$ cat src/rtl/arith_pkg.sv
// Shared arithmetic-datapath package: FSM state encoding and the sizing
// and operand-extension helpers used by the sequential Booth multiplier.
package arith_pkg;

  // Widest operand the extension helper supports. The helper's result is
  // MAX_W+1 bits wide, which leaves room for one extension bit.
  localparam int MAX_W = 64;
  localparam int MAX_E = MAX_W + 1;

  // Control states of the iterative multiplier.
  typedef enum logic [1:0] {
    IDLE = 2'd0,
    RUN  = 2'd1,
    DONE = 2'd2
  } state_e;

  // Width of the iteration counter. The counter runs 0..E with E = WIDTH+1,
  // so it must be able to hold E+1 distinct values.
  function automatic int cnt_width(input int width);
    return $clog2(width + 2);
  endfunction

  // Extend a WIDTH-bit operand (passed zero-padded to MAX_W bits) to
  // MAX_W+1 bits. In signed mode bit WIDTH-1 is replicated into every
  // higher bit; in unsigned mode the higher bits are zero. The caller keeps
  // only the low WIDTH+1 bits.
  function automatic logic [MAX_W:0] ext_operand(input logic [MAX_W-1:0] v,
                                                 input int unsigned  width,
                                                 input logic         sgn);
    logic [MAX_W:0] v_pad;
    logic [MAX_W:0] msb_sel;
    logic [MAX_W:0] hi_mask;
    logic           fill;
    v_pad   = {1'b0, v};
    msb_sel = v_pad & (MAX_E'(1) << (width - 1));
    fill    = sgn & (|msb_sel);
    hi_mask = {MAX_E{1'b1}} << width;
    return (v_pad & ~hi_mask) | ({MAX_E{fill}} & hi_mask);
  endfunction

endpackage : arith_pkg

$ cat src/rtl/booth_mul_seq_if.sv
// Handshake bundle of the sequential Booth multiplier: an operand channel
// (in_valid/in_ready carrying x, y, is_signed) and a product channel
// (out_valid/out_ready carrying z).
interface booth_mul_seq_if #(
  parameter int WIDTH = 4
);

  logic               in_valid;
  logic               in_ready;
  logic               is_signed;
  logic [WIDTH-1:0]   x;
  logic [WIDTH-1:0]   y;
  logic               out_valid;
  logic               out_ready;
  logic [2*WIDTH-1:0] z;

  // Side that supplies operands and consumes products.
  modport master (
    output in_valid, is_signed, x, y, out_ready,
    input  in_ready, out_valid, z
  );

  // The multiplier itself.
  modport slave (
    input  in_valid, is_signed, x, y, out_ready,
    output in_ready, out_valid, z
  );

endinterface : booth_mul_seq_if

$ cat src/rtl/booth_mul_seq_booth_step.sv
// One radix-2 Booth iteration over E-bit registers: conditional add or
// subtract of the multiplicand into the accumulator, followed by an
// arithmetic right shift of the combined {A, Q, q_m1} register.
module booth_step #(
  parameter int E = 5
) (
  input  logic [E-1:0] i_a,
  input  logic [E-1:0] i_q,
  input  logic         i_qm1,
  input  logic [E-1:0] i_y,
  output logic [E-1:0] o_a,
  output logic [E-1:0] o_q,
  output logic         o_qm1
);

  logic [E-1:0] w_sum;

  // Select the Booth action from the current bit pair and shift the result.
  always_comb begin
    // NOTE: every combinationally assigned signal gets a default first so no
    // path through the case leaves it unassigned, which would infer a latch.
    w_sum = i_a;
    unique case ({i_q[0], i_qm1})
      2'b10:   w_sum = i_a - i_y;  // start of a run of ones: subtract
      2'b01:   w_sum = i_a + i_y;  // end of a run of ones: add back
      default: w_sum = i_a;        // inside a run of 0s or 1s: no change
    endcase
    // Arithmetic shift of {A, Q, q_m1}: A's sign bit is replicated on top,
    // A's LSB drops into Q, and Q's LSB becomes the new q_m1.
    {o_a, o_q, o_qm1} = {w_sum[E-1], w_sum, i_q};
  end

endmodule : booth_step

$ cat src/rtl/booth_mul_seq.sv
// Iterative radix-2 Booth multiplier, one multiplier bit per clock.
// Operands are widened by one bit (sign- or zero-extended per transaction),
// so signed and unsigned products, including most-negative squared, come
// out exact with no correction step. Valid/ready handshakes on both sides;
// every output is driven straight from a flop.
module booth_mul_seq
  import arith_pkg::*;
#(
  parameter int WIDTH = 4
) (
  input  logic          clk,
  input  logic          rst_n,
  booth_mul_seq_if.slave bus
);

  // Internal datapath width: one guard bit above the operand width lets the
  // negation of the most-negative operand be represented.
  localparam int E  = WIDTH + 1;
  localparam int CW = cnt_width(WIDTH);

  state_e             r_state;
  state_e             w_state_nxt;

  logic [E-1:0]       r_a;
  logic [E-1:0]       r_q;
  logic               r_qm1;
  logic [E-1:0]       r_y;
  logic [CW-1:0]      r_cnt;
  logic [2*WIDTH-1:0] r_z;
  logic               r_in_ready;
  logic               r_out_valid;

  logic [E-1:0]       w_xext;
  logic [E-1:0]       w_yext;
  logic [E-1:0]       w_a_nxt;
  logic [E-1:0]       w_q_nxt;
  logic               w_qm1_nxt;
  logic               w_last;
  logic               w_accept;

  // Operands widened to E bits according to the mode sampled on accept.
  assign w_xext = E'(ext_operand(MAX_W'(bus.x), WIDTH, bus.is_signed));
  assign w_yext = E'(ext_operand(MAX_W'(bus.y), WIDTH, bus.is_signed));

  // All E iterations are complete once the counter has reached E.
  assign w_last   = (r_cnt == CW'(E));
  assign w_accept = (r_state == IDLE) && bus.in_valid;

  booth_step #(
    .E (E)
  ) u_step (
    .i_a   (r_a),
    .i_q   (r_q),
    .i_qm1 (r_qm1),
    .i_y   (r_y),
    .o_a   (w_a_nxt),
    .o_q   (w_q_nxt),
    .o_qm1 (w_qm1_nxt)
  );

  // Next-state decode: accept in IDLE, iterate in RUN, wait for the
  // consumer in DONE.
  always_comb begin
    w_state_nxt = r_state;
    unique case (r_state)
      IDLE:    if (bus.in_valid)  w_state_nxt = RUN;
      RUN:     if (w_last)        w_state_nxt = DONE;
      DONE:    if (bus.out_ready) w_state_nxt = IDLE;
      default: w_state_nxt = IDLE;
    endcase
  end

  // State register plus the handshake flags, registered from the next state
  // so in_ready and out_valid have no combinational path from any input.
  always_ff @(posedge clk or negedge rst_n) begin
    if (!rst_n) begin
      r_state     <= IDLE;
      r_in_ready  <= 1'b1;
      r_out_valid <= 1'b0;
    end else begin
      // NOTE: sequential state uses non-blocking assignments so every flop
      // samples values from before the edge, independent of statement order.
      r_state     <= w_state_nxt;
      r_in_ready  <= (w_state_nxt == IDLE);
      r_out_valid <= (w_state_nxt == DONE);
    end
  end

  // Datapath: load on accept, one Booth step per RUN cycle, capture the
  // product on the cycle after the last step. z is untouched otherwise.
  always_ff @(posedge clk or negedge rst_n) begin
    if (!rst_n) begin
      // NOTE: every datapath register is cleared by reset (no arrays here),
      // so an aborted operation can never surface a partial product.
      r_a   <= '0;
      r_q   <= '0;
      r_qm1 <= 1'b0;
      r_y   <= '0;
      r_cnt <= '0;
      r_z   <= '0;
    end else begin
      if (w_accept) begin
        r_a   <= '0;
        r_q   <= w_xext;
        r_qm1 <= 1'b0;
        r_y   <= w_yext;
        r_cnt <= '0;
      end else if (r_state == RUN) begin
        if (w_last) begin
          // Low 2*WIDTH bits of {A, Q}: A contributes its WIDTH-1 low bits.
          r_z <= {r_a[WIDTH-2:0], r_q};
        end else begin
          r_a   <= w_a_nxt;
          r_q   <= w_q_nxt;
          r_qm1 <= w_qm1_nxt;
          r_cnt <= r_cnt + CW'(1);
        end
      end
    end
  end

  assign bus.in_ready  = r_in_ready;
  assign bus.out_valid = r_out_valid;
  assign bus.z         = r_z;

endmodule : booth_mul_seq

$ cat src/flat_wrapper.sv
// flat-port wrapper written by rule: the top's interface ports become plain ports
module booth_mul_seq_flat import arith_pkg::*;
#(
  parameter int WIDTH = 4
)
  (clk, rst_n, bus_in_valid, bus_is_signed, bus_x, bus_y, bus_out_ready, bus_in_ready, bus_out_valid, bus_z);
  booth_mul_seq_if #(.WIDTH(WIDTH)) bus_i ();
  input  logic clk;
  input  logic rst_n;
  input wire logic [$bits(bus_i.in_valid)-1:0] bus_in_valid;
  input wire logic [$bits(bus_i.is_signed)-1:0] bus_is_signed;
  input wire logic [$bits(bus_i.x)-1:0] bus_x;
  input wire logic [$bits(bus_i.y)-1:0] bus_y;
  input wire logic [$bits(bus_i.out_ready)-1:0] bus_out_ready;
  output wire logic [$bits(bus_i.in_ready)-1:0] bus_in_ready;
  output wire logic [$bits(bus_i.out_valid)-1:0] bus_out_valid;
  output wire logic [$bits(bus_i.z)-1:0] bus_z;
  assign bus_i.in_valid = bus_in_valid;
  assign bus_i.is_signed = bus_is_signed;
  assign bus_i.x = bus_x;
  assign bus_i.y = bus_y;
  assign bus_i.out_ready = bus_out_ready;
  assign bus_in_ready = bus_i.in_ready;
  assign bus_out_valid = bus_i.out_valid;
  assign bus_z = bus_i.z;
  booth_mul_seq #(.WIDTH(WIDTH)) u_core (.clk(clk), .rst_n(rst_n), .bus(bus_i));
endmodule
$ cat config.mk
export PLATFORM = sky130hd
export DESIGN_NAME = booth_mul_seq_flat
export DESIGN_NICKNAME = d
export VERILOG_FILES = /design/src/rtl/arith_pkg.sv /design/src/rtl/booth_mul_seq_if.sv /design/src/rtl/booth_mul_seq_booth_step.sv /design/src/rtl/booth_mul_seq.sv /design/src/flat_wrapper.sv
export SDC_FILE = /design/constraint.sdc
export NUM_CORES = 1
export LEC_CHECK = 0
export BUFFER_PORTS_ARGS = -buffer_cell sky130_fd_sc_hd__clkbuf_2
export CORE_ASPECT_RATIO = 1.25
export CORE_UTILIZATION = 25
export DETAILED_ROUTE_END_ITERATION = 8
export PLACE_DENSITY = 0.5
export SYNTH_ARGS = -nofsm -noshare
export SYNTH_HDL_FRONTEND = slang
export SYNTH_SLANG_ARGS = --single-unit
$ cat constraint.sdc
create_clock -name clk -period 2.8 [get_ports clk]
set_input_delay 0.14 -clock clk [delete_from_list [all_inputs] [get_ports clk]]
set_output_delay 0.14 -clock clk [all_outputs]
set_load 0.02 [all_outputs]
==> results of run 1 <==
[final cells by class]
| class | count | area, um^2 |
|---|---|---|
| Multi-Input combinational cell | 98 | 676 |
| Fill cell | 633 | 4000 |
| Clock buffer | 7 | 86.3 |
| Sequential cell | 30 | 752 |
| Tap cell | 66 | 82.6 |
| Timing Repair Buffer | 24 | 128 |
| Inverter | 13 | 48.8 |
| Clock inverter | 1 | 5.00 |
[power groups by stage]
stage               combinational (mW)  clock (mW)  sequential (mW)
CTS                               1.15       0.371            0.796
detailed placement                1.14           0            0.802
finish                            1.13       0.358            0.793
floorplan                        0.813           0            0.839
global route                      1.29       0.390            0.817
global placement                  1.15           0            0.799
[layer usage]
metal / routed length [um] / share of wire
met1: 1510 / 0.49
met2: 1340 / 0.44
met3: 145 / 0.047
met4: 57 / 0.019
met5: 0 / 0
[worst reg2reg max path, delay by kind of cell (launching register included)]
family / cells / cell delay [ns]
AO/OA/AOI/OAI: 2 / 0.54
adder cells (fa/ha/maj): 2 / 0.65
buffers and inverters: 2 / 0.11
flip-flops: 1 / 0.32
multiplexers: 1 / 0.26
AND/OR/NAND/NOR: 2 / 0.32
[cells in the mapped netlist (2+ instances only)]
library cell and n:
nor3_1 2, o22ai_1 2, xor2_1 5, nor2b_1 3
mux2_2 9, nor2_1 4, a22oi_1 4, inv_1 13
and3_1 2, ha_1 8, dfrtp_1 29, nand2_1 22
clkbuf_1 2, a21oi_1 6, nand3_1 5, o21ai_0 13
[registers in the layout (all words and copies together), names as in the netlist, 2 cells and up]
register,flops
u_core.bus.z,8
u_core.r_q,5
u_core.r_y,5
u_core.r_a,4
u_core.r_cnt,3
u_core.r_state,2
[worst max path at each step]
stage                                    startpoint                         to  slack (ns)  depth (start not counted)
final                     u_core.r_q[0]$_DFFE_PN0P_  u_core.r_a[3]$_DFFE_PN0P_        0.49                          9
after global routing      u_core.r_q[0]$_DFFE_PN0P_  u_core.r_a[3]$_DFFE_PN0P_        0.37                          9
after CTS                 u_core.r_q[0]$_DFFE_PN0P_  u_core.r_a[3]$_DFFE_PN0P_        0.49                          9
after detailed placement  u_core.r_q[0]$_DFFE_PN0P_  u_core.r_a[3]$_DFFE_PN0P_        0.51                          9
after global placement    u_core.r_q[0]$_DFFE_PN0P_  u_core.r_a[3]$_DFFE_PN0P_        0.54                          9
after floorplan           u_core.r_q[0]$_DFFE_PN0P_  u_core.r_a[3]$_DFFE_PN0P_        0.65                          9
[logic make-up (layout without fill, tap and decap cells)]
family,after synthesis,after routing,share of synthesized area
AO/OA/AOI/OAI,32,32,0.133
adder cells (fa/ha/maj),9,9,0.0807
AND/OR/NAND/NOR,43,43,0.143
buffers and inverters,16,45,0.0412
flip-flops,30,30,0.505
XOR/XNOR,5,5,0.0294
multiplexers,9,9,0.0681
[per-stage QoR]
stage	worst slack, ns	hold slack (ns)	std cells	total power, mW	instance area (um^2)
detailed placement	0.513	0.254	230	1.94	1680
global placement	0.542	0.252	230	1.95	1680
floorplan	0.647	-0.156	144	1.65	1490
global route	0.374	0.0294	239	2.50	1780
CTS	0.491	0.0150	239	2.32	1780
finish	0.492	0.0222	239	2.28	1780
==> results.ini, run 1 <==
[sta]
fin_crit_ns = 2.31
slew-limit-headroom = 0.502
max_freq_ghz = 0.433
drv_slew = 0
worstMarginPinSlew_ns = 0.747
finalSetupViolCount = 0
final.period_utilization = 0.824
rsz0062_at_grt = no
hold_viol = 0
tns_ns = 0
fin_skew_ns = 0.00485

[global_routing]
grt_pass1_vias = 1024
grt_use_met2 = 0.170
antenna_found_initial = 0
grt_max_degree = 31
grt.total_usage = 0.108
use_met1 = 0.135
use_met3 = 0.0364
grt_pass1_wl_um = 5070
grt_overflow = 0
busiest_layer = met2

[min_path]
min_path_type = input pin to register
holdPathEnd = u_core.bus.in_ready$_DFF_PN1_
hold_depth = 2
min-delay-start = bus_in_valid

[worst_setup_path]
rr_worst_depth = 9
critPathCaptureType = register
path_max_fanout = 4
crit_type = register to register
cp_common_cell = inv_1
crit_chain = inv_1 -> ha_1 -> mux2_2 -> inv_1 -> fa_1 -> nor2b_1 -> o21ai_0 -> a2111o_1 -> and3_1
reg2reg_setup_slack_ns = 0.49
cp_slowest_cell = a2111o_1
rr_endpoint = u_core.r_a[3]$_DFFE_PN0P_
critPathBufInv = 2
r2r_start = u_core.r_q[0]$_DFFE_PN0P_
arrival_ns = 2.48
cp.required_ns = 2.97
crit_path_start_kind = register
slowest_delay_ns = 0.41
path_delay_family = adder cells

[cells_and_area]
final_nets = 194
final_common_cell = dfrtp_1
syn_to_final_growth_pct = 19.4
final_cell_mix = 29 x dfrtp_1, 22 x nand2_1, 22 x clkbuf_2
diodes = 0
utilization = 0.308
drive_gt1_frac = 0.249

[floorplanning]
fp.dieW_um = 71.0
core_area_um2 = 5780
start_util = 0.258
dieArea_um2 = 6270
placementRows = 31
ios = 23
die_y_um = 88.3

[clocking]
ctsRootBufferMaster = clkbuf_8
post_cts_buffers = 0
cts_sinks = 30
numCtsBuffers = 5
htree_num_levels = 2
cts_tree = built
path_clk_slew_ns = 0.06
cts_max_path_buffers = 2
cts_resized = 0
clk_latency_ns = 0.28
cts-hold-fix-buffers = 1

[yosys]
syn_area_um2 = 1490
synth.distinct_cells = 31
netlist.area_leader.share = 0.487
synth_edf_count = 0
avgSynthCellArea_um2 = 10.3
synth-main-ff-cell = dfrtp_1
ys_seq_area_frac = 0.505
yosys_warnings = 0
synth_nets = 166
synth.area.top_cells = dfrtp_1 49%, mux2_2 6.8%, ha_1 6.7%, nand2_1 5.5%, o21ai_0 4.4%
synth_top_area_cell = dfrtp_1
synth-seq-cells = 30
synthCells = 144
async_flop_share = 1.00

[pwr]
power.density_nw_per_um2 = 1280
leakage_nw = 0.861
p_switching_mw = 0.944
ir_drop_mv = 0.364
comb_power_share = 0.496
switching_share = 0.413
power_frac_seq = 0.347
p_int_mw = 1.34
p_clk_frac = 0.157

[run]
max-cap-violations = 0

[placed_design]
post-dp-hpwl_um = 2240
portBuffers = 22
gp_routability_congestion = 0.803

[drt]
drc = 3
drtPass1Iterations = 8
final_antenna_net_count = 0
viasPerCell = 4.57
routed_wirelength_um = 3060
drt-wirelength-per-cell_um = 12.8
vias = 1092
drtIter0Drc = 36

[status]
outcome = complete, but fails checks
violations = design-rule violations

(Power assumes the default switching activity.)
==> inputs of run 2 (changes only) <==
==> constraint.sdc (replaced) <==
create_clock -name clk -period 2.17 [get_ports clk]
set_input_delay 0.1085 -clock clk [delete_from_list [all_inputs] [get_ports clk]]
set_output_delay 0.1085 -clock clk [all_outputs]
set_load 0.02 [all_outputs]
==> run 2 against run 1 <==
Net effect:
- the run still ends with design-rule violations left
- sequential power is 29% higher
- cell area is 6.9% higher
- die area stayed put
- non-clock buffer count is 12 higher
- clock-buffer cell count is 1 lower
- first-iteration DRC count is 75% higher
- register-to-register slack worse by 0.39 ns
- setup slack worse by 0.39 ns
- cell count is 5.0% higher
- critical path type unchanged
==> results.ini, run 2 (synthesis gave the netlist of run 1 again) <==
[cells_and_area]
fin_area_um2 = 1900  ; +6.9%
diodes = 0  ; unchanged
syn_to_final_growth_pct = 27.6
drive_gt1_frac = 0.324  ; +0.0758
final_common_cell = dfrtp_1
final_cell_mix = 29 x dfrtp_1, 22 x nand2_1, 22 x clkbuf_2
num-fill-cells = 599  ; -5.4%
largest_reg_flops = 8  ; unchanged
final_nets = 206  ; +6.2%
utilization = 0.329  ; +0.0212

[worst_setup_path]
crit_cells = 9  ; unchanged
r2r_start = u_core.r_q[0]$_DFFE_PN0P_
critPathBufInv = 2  ; unchanged
cp.required_ns = 2.34  ; -0.63 ns
cp_common_cell = inv_1
path_delay_family = adder cells
slowest_delay_ns = 0.37  ; -0.04 ns
rr_worst_depth = 9  ; unchanged
rr_endpoint = u_core.r_a[3]$_DFFE_PN0P_
crit_path_end = u_core.r_a[3]$_DFFE_PN0P_
crit_path_start_kind = register
crit_chain = inv_1 -> ha_4 -> mux2_4 -> inv_1 -> fa_2 -> nor2b_4 -> o21ai_2 -> a2111o_1 -> and3_4
critical_path.startpoint = u_core.r_q[0]$_DFFE_PN0P_
critPathCaptureType = register
arrival_ns = 2.24  ; -0.24 ns
reg2reg_setup_slack_ns = 0.10  ; -0.39 ns
path_max_fanout = 4  ; unchanged
crit_type = register to register
cp_slowest_cell = dfrtp_1

[pwr]
power.density_nw_per_um2 = 1730  ; +35%
ir_drop_mv = 0.559  ; +54%
total_power_mw = 3.29  ; +44%
leakage_nw = 0.923  ; +7.3%

[global_routing]
grt_overflow = 0  ; unchanged
grt_pass1_vias = 1159  ; +13%
grt_pass1_wl_um = 5410  ; +6.7%
grt_max_degree = 31  ; unchanged
antenna_found_initial = 0  ; unchanged
grt.total_usage = 0.113  ; +0.00523

[drt]
final_antenna_net_count = 0  ; unchanged
drtPass1Iterations = 6  ; -2
routed_wirelength_um = 3110  ; +1.8%
vias = 1154  ; +5.7%
drc = 4  ; +1
viasPerCell = 4.60  ; +0.63%
drtIter0Drc = 63  ; +75%
drt-wirelength-per-cell_um = 12.4  ; -3.1%

[clocking]
path_clk_slew_ns = 0.07  ; about the same
ctsRootBufferMaster = clkbuf_8
numCtsBuffers = 5  ; unchanged
htree_num_levels = 2  ; unchanged
clk_latency_ns = 0.28  ; about the same
cts_sinks = 30  ; unchanged
cts_tree = built
cts_max_path_buffers = 2  ; unchanged

[sta]
hold_viol = 0  ; unchanged
rsz0062_at_grt = no
worstMarginPinSlew_ns = 0.757  ; +0.00910 ns
fin_skew_ns = 0.00668  ; +0.00183 ns
max_freq_ghz = 0.484  ; +12%
finalSetupViolCount = 0  ; unchanged
final.period_utilization = 0.953  ; +0.129
tns_ns = 0  ; unchanged
slew-limit-headroom = 0.496  ; -0.00607
fin_crit_ns = 2.07  ; -0.240 ns
drv_slew = 0  ; unchanged

[floorplanning]
fp.dieW_um = 71.0  ; unchanged
start_util = 0.258  ; unchanged
dieArea_um2 = 6270  ; unchanged
ios = 23  ; unchanged
placementRows = 31  ; unchanged
core_area_um2 = 5780  ; unchanged
die_y_um = 88.3  ; unchanged

[min_path]
min_path_type = input pin to register

[placed_design]
post-dp-hpwl_um = 2310  ; +3.1%
portBuffers = 22  ; unchanged
gp_routability_congestion = 0.789  ; -1.8%
dpl_cell_area_um2 = 1740  ; +4.0%

[status]
outcome = complete, but fails checks
violations = design-rule violations

[run]
max-cap-violations = 0  ; unchanged

-- run 2: metrics by stage --
stage | cells | hold slack, ns | setup WS (ns)
final | 251 | 0.0326 | 0.102
after global routing | 251 | 0.0258 | 0.00489
after CTS | 251 | 0.0246 | 0.00136
after detailed placement | 239 | 0.236 | -0.113
after global placement | 239 | 0.222 | -0.0568
after floorplan | 144 | -0.187 | 0.0171
-- run 2: worst min-delay path by stage --
stage,startpoint,endpoint,slack (ns),cells past startpoint
after global routing,bus_y[1],u_core.r_y[1]$_DFFE_PN0P_,0.03,3
after global placement,rst_n,u_core.bus.z[5]$_DFFE_PN0P_,0.22,1
after CTS,bus_y[1],u_core.r_y[1]$_DFFE_PN0P_,0.02,3
final,bus_y[0],u_core.r_y[0]$_DFFE_PN0P_,0.03,3
after detailed placement,rst_n,u_core.bus.z[7]$_DFFE_PN0P_,0.24,1
after floorplan,rst_n,u_core.bus.out_valid$_DFF_PN0_,-0.19,0
-- run 2: per-layer routing --
metal | routed length (um) | part of all wire | global-route usage | vias up
met5 | 0 | 0 | 0 | -
met4 | 36 | 0.012 | 0.0436 | 0
met3 | 126 | 0.040 | 0.0319 | 4
met2 | 1470 | 0.47 | 0.192 | 24
met1 | 1480 | 0.48 | 0.136 | 547
li1 | - | - | - | 579
-- run 2: power by group --
| group | internal (mW) | total [mW] | switching, mW |
|---|---|---|---|
| combinational | 0.927 | 1.84 | 0.917 |
| clock | 0.222 | 0.431 | 0.209 |
| sequential | 0.828 | 1.02 | 0.189 |
| total | 1.98 | 3.29 | 1.31 |
-- run 2: tightest hold or removal path: stages --
cell	delay [ns]
clkbuf_2	0.08
nand2_1	0.03
o21ai_0	0.06
-- run 2: timing repair --
action,in CTS,in global routing
endpoints found under the setup margin,2,2
setup buffers,2,0
pin swaps,2,2
resized for setup,4,6
hold buffers,2,0
hold endpoints to repair,30,0
-- run 2: cell type report --
type	count	area, um^2	share of cell area
sequential	30	752	0.396
multi-input combinational	98	714	0.376
timing repair buffer	36	220	0.116
tap	66	82.6	0.0434
clock buffer	6	72.6	0.0382
inverter	13	48.8	0.0257
clock inverter	2	10.0	0.00527
